### config.mk
export PLATFORM = sky130hd
export DESIGN_NAME = uart_tx_fifo
export DESIGN_NICKNAME = d
export VERILOG_FILES = /design/src/rtl/uart_tx_fifo.sv
export SDC_FILE = /design/constraint.sdc
export NUM_CORES = 1
export LEC_CHECK = 0
export BUFFER_PORTS_ARGS = -buffer_cell sky130_fd_sc_hd__buf_4
export CORE_MARGIN = 2
export CORE_UTILIZATION = 39
export CTS_BUF_LIST = sky130_fd_sc_hd__clkbuf_16
export CTS_CLUSTER_SIZE = 14
export DETAILED_ROUTE_END_ITERATION = 12
export PLACE_DENSITY_LB_ADDON = 0.15
export SLEW_MARGIN = 20
export SYNTH_ARGS = -nofsm -noshare
export SYNTH_HDL_FRONTEND = slang
export SYNTH_SLANG_ARGS = --single-unit
### constraint.sdc
create_clock -name clk -period 3.8 [get_ports clk]
set_clock_uncertainty 0.15 [all_clocks]
set_input_delay 0.76 -clock clk [delete_from_list [all_inputs] [get_ports clk]]
set_output_delay 0.76 -clock clk [all_outputs]
set_load 0.005 [all_outputs]
### src/rtl/uart_tx_fifo.sv
// uart_tx_fifo: byte FIFO feeding uart_tx. Pops one byte at a time, stretches
// tx_start over several clk cycles and waits for a tx_done rising edge before
// releasing the next byte.
module uart_tx_fifo #(
  parameter int unsigned DATA_W       = 8,
  parameter int unsigned DEPTH        = 16,
  parameter int unsigned ADDR_W       = 4,
  parameter int unsigned START_CYCLES = 8
) (
  input  logic              clk,
  input  logic              reset,
  input  logic [DATA_W-1:0] wr_data,
  input  logic              wr_en,
  input  logic              ovf_clr,
  input  logic              tx_done,
  output logic [DATA_W-1:0] tx_data,
  output logic              tx_start,
  output logic              busy,
  output logic              full,
  output logic              empty,
  output logic [ADDR_W:0]   count,
  output logic              overflow
);

  localparam int unsigned CNT_W = ADDR_W + 1;
  localparam int unsigned SC_W  = (START_CYCLES > 1) ? $clog2(START_CYCLES) : 1;

  typedef enum logic [1:0] {
    IDLE  = 2'd0,
    START = 2'd1,
    WAIT  = 2'd2
  } state_t;

  state_t            state;
  logic [DATA_W-1:0] mem [DEPTH];
  logic [ADDR_W-1:0] wr_ptr;
  logic [ADDR_W-1:0] rd_ptr;
  logic [SC_W-1:0]   start_cnt;
  logic              tx_done_q;

  logic              push;
  logic              pop;
  logic              drop;
  logic              done_rise;
  logic [CNT_W-1:0]  count_nxt;

  // Per-cycle push/pop decisions and next occupancy.
  always_comb begin
    push      = wr_en & ~full;
    drop      = wr_en & full;
    pop       = (state == IDLE) & ~empty;
    done_rise = tx_done & ~tx_done_q;
    count_nxt = count + CNT_W'(push) - CNT_W'(pop);
  end

  // Storage array; a push never targets the slot being read since push implies not full.
  always_ff @(posedge clk) begin
    if (push) begin
      mem[wr_ptr] <= wr_data;
    end
  end

  // Pointers, occupancy flags, overflow and tx_done edge history.
  always_ff @(posedge clk or negedge reset) begin
    if (!reset) begin
      wr_ptr    <= '0;
      rd_ptr    <= '0;
      count     <= '0;
      full      <= 1'b0;
      empty     <= 1'b1;
      overflow  <= 1'b0;
      tx_done_q <= 1'b0;
    end else begin
      tx_done_q <= tx_done;
      count     <= count_nxt;
      full      <= (count_nxt == CNT_W'(DEPTH));
      empty     <= (count_nxt == '0);
      if (push) begin
        wr_ptr <= wr_ptr + ADDR_W'(1);
      end
      if (pop) begin
        rd_ptr <= rd_ptr + ADDR_W'(1);
      end
      // A dropped write outranks a clear in the same cycle.
      if (drop) begin
        overflow <= 1'b1;
      end else if (ovf_clr) begin
        overflow <= 1'b0;
      end
    end
  end

  // Transmit handshake FSM: pop, hold tx_start, then wait for completion.
  always_ff @(posedge clk or negedge reset) begin
    if (!reset) begin
      state     <= IDLE;
      tx_data   <= '0;
      tx_start  <= 1'b0;
      busy      <= 1'b0;
      start_cnt <= '0;
    end else begin
      case (state)
        IDLE: begin
          if (pop) begin
            tx_data   <= mem[rd_ptr];
            start_cnt <= '0;
            tx_start  <= 1'b1;
            busy      <= 1'b1;
            state     <= START;
          end
        end
        START: begin
          if (start_cnt == SC_W'(START_CYCLES - 1)) begin
            tx_start <= 1'b0;
            state    <= WAIT;
          end else begin
            start_cnt <= start_cnt + SC_W'(1);
          end
        end
        WAIT: begin
          if (done_rise) begin
            busy  <= 1'b0;
            state <= IDLE;
          end
        end
        default: begin
          tx_start <= 1'b0;
          busy     <= 1'b0;
          state    <= IDLE;
        end
      endcase
    end
  end

endmodule
==> impl_metrics.json <==
{
  "outcome": "complete, no violations",
  "final.min_clock_period_ns": 3.011,
  "maxSlewViolCount": 0,
  "die_area_um2": 17740,
  "max-slew-margin-rel_pct": 35.47,
  "syn2layout_area_growth_pct": 16.34,
  "synthFlopType": "edfxtp_1",
  "antenna_found_initial": 0,
  "cts.clk_slew.worst_paths_ns": 0.06,
  "rows": 47,
  "synth.most_common_cell": "edfxtp_1",
  "synth.distinct_cells": 44,
  "drt_iter0_drc": 286,
  "grt-busiest-layer": "met2",
  "post-cts-setup-buffer-count": 0,
  "grtUsageMet2_pct": 26.19,
  "grt.overflow.total": 0,
  "cts_tree": "yes",
  "synthTopCellsByArea": "edfxtp_1 (59%), dfrtp_1 (12%), mux4_2 (5.2%), mux4_1 (3.2%), mux2i_1 (2.9%)",
  "fp.coreArea_um2": 16470,
  "start_util_pct": 39.53,
  "fin_tns_setup_ns": 0,
  "startpoint_type": "register",
  "finish.instance_area_um2": 7572,
  "io_pins": 31,
  "io_buffers": 30,
  "cts_buffers": 17,
  "drv_cap": 0,
  "synth_common_cells": "edfxtp_1 (128), dfrtp_1 (31), nand2_1 (21)",
  "synth_area_um2": 6509,
  "ys_async_sr_fraction_pct": 20.00,
  "vias_per_cell": 5.118,
  "synth_top_area_cell": "edfxtp_1",
  "die_w_um": 133.2,
  "grt_util_met3_pct": 4.490,
  "worst_pin_slew_ns": 0.9679,
  "clock.fmax_mhz": 332.1,
  "grt_max_degree": 33,
  "synth_edf_count": 128,
  "grt.met1_usage_pct": 21.08,
  "htree_levels": 4,
  "dr_total_vias": 3286,
  "clock_path_buffers": 2,
  "syn_area_per_cell_um2": 17.59,
  "leakagePower_nw": 2.734,
  "grt_pass1_vias": 3521,
  "cts_root_buffer": "clkbuf_16",
  "rsz0062_at_grt": "false",
  "numClockSinks": 160,
  "dp.cells": 610,
  "max-vdd-ir-drop_v": 0.0003561,
  "powerDensity_nw_per_um2": 788.7,
  "hpwl_um": 8516,
  "grt_pass1_wl_um": 20600,
  "synth.top_cell.area_share_pct": 59.05,
  "clk_latency_ns": 0.42,
  "worstSetupPathType": "register to register",
  "finalHoldViolations": 0,
  "post_drt_wl_per_cell_um": 20.66,
  "drc": 0,
  "synth.net_count": 396,
  "nets": 435,
  "antenna_left": 0,
  "die_height_um": 133.2,
  "seq_area_frac_synth_pct": 71.38,
  "place_congestion": 0.7900,
  "yosys_warnings": 0,
  "cp-end-kind": "register",
  "routed_wl_um": 13260,
  "cts_resized": 0,
  "placed_area_um2": 6953,
  "layout-drive-gt1-share_pct": 22.51,
  "synth-seq-cells": 160,
  "finalHoldWorstSlack_ns": 0.1231,
  "first_pass_iters": 4,
  "stdcell_count": 642,
  "hold_class": "input port to asynchronous set/reset pin",
  "diodes": 0,
  "postSynthCellCount": 370,
  "critPathRequiredTime_ns": 3.97,
  "setup_viol": 0,
  "critPathArrivalTime_ns": 3.18,
  "crit_fanout": 11,
  "hold_buffers": 0,
  "period_share_pct": 79.24,
  "gr-usage-all-layers_pct": 16.18
}
-- report_power, final --
group	total (mW)	internal (mW)	switching [mW]	leakage [nW]
combinational	1.71	0.836	0.873	0.899
clock	1.77	1.10	0.677	0.296
sequential	2.49	2.21	0.281	1.54
-- critical path, stage by stage, from the launching register on --
cell and delay (ns):
dfrtp_1 0.46, or3_1 0.39, buf_4 0.19, inv_2 0.12, ha_1 0.24, inv_1 0.05, ha_1 0.15, inv_1 0.05
fa_1 0.39, nor2b_1 0.14, o21ai_1 0.11, and3_1 0.22, nor4_1 0.24
-- cell usage in the layout, fill, tap and decap left out, types with 13 or more instances in the layout --
| master | count |
|---|---|
| edfxtp_1 | 128 |
| buf_4 | 36 |
| dfrtp_1 | 30 |
| nand2_1 | 21 |
| mux2i_1 | 19 |
| and2_1 | 18 |
| clkbuf_16 | 17 |
| inv_1 | 16 |
| mux4_2 | 15 |
| a22oi_1 | 13 |
-- metal layers --
metal  vias up  wire length (µm)
met5         -                 0
met4         0               117
met3         8               577
met2        77              6679
met1      1689              5889
li1       1512                 -
-- per-stage QoR --
stage | utilization (%) | total power [mW] | setup slack [ns]
2_1_floorplan | - | 3.672 | 0.8165
3_3_place_gp | 42.23 | 4.239 | 0.7313
3_5_place_dp | 42.23 | 4.260 | 0.6992
4_1_cts | 45.99 | 6.048 | 0.7703
5_1_grt | 45.99 | 6.314 | 0.5461
6_report | 45.99 | 5.972 | 0.7891
-- state kept, by name, summed over array words and instances, names as in the netlist --
name	count
tx_done_q	1
state	2
rd_ptr	4
empty	1
mem	128
wr_ptr	4
tx_start	1
tx_data	8
count	5
busy	1
full	1
start_cnt	3
overflow	1
-- kinds of logic after synthesis --
| logic type | count (synthesis) | share of synthesized area, % |
|---|---|---|
| and+or+nand+nor | 64 | 5.171 |
| buffers and inverters | 34 | 2.614 |
| AOI/OAI and AO/OA | 41 | 4.460 |
| xor gates and xnor gates | 9 | 1.211 |
| adders and majority gates | 13 | 2.614 |
| DFF | 160 | 71.38 |
| muxes | 49 | 12.55 |
-- area by class of cell --
| class | count | area (µm²) |
|---|---|---|
| inverters | 18 | 67.56 |
| repair buffers | 36 | 270.3 |
| flip-flops and latches | 160 | 4647 |
| multi-input cells | 176 | 1693 |
| well taps | 220 | 275.3 |
| clock inverters | 15 | 193.9 |
| fillers | 1441 | 8894 |
| clock buffers | 17 | 425.4 |
-- path summary, 6_finish.rpt --
path	cells after the start	endpoint	slack, ns	from
max	12	full	0.79	state[1]
min	1	count[3]	0.12	reset
max reg2reg	12	full	0.79	state[1]
min reg2reg	1	start_cnt[1]	0.33	start_cnt[1]
max in group asynchronous	1	rd_ptr[1]	3.04	reset
min in group clk	1	tx_done_q	0.31	tx_done
No activity file was read; power rests on OpenSTA's default activity.
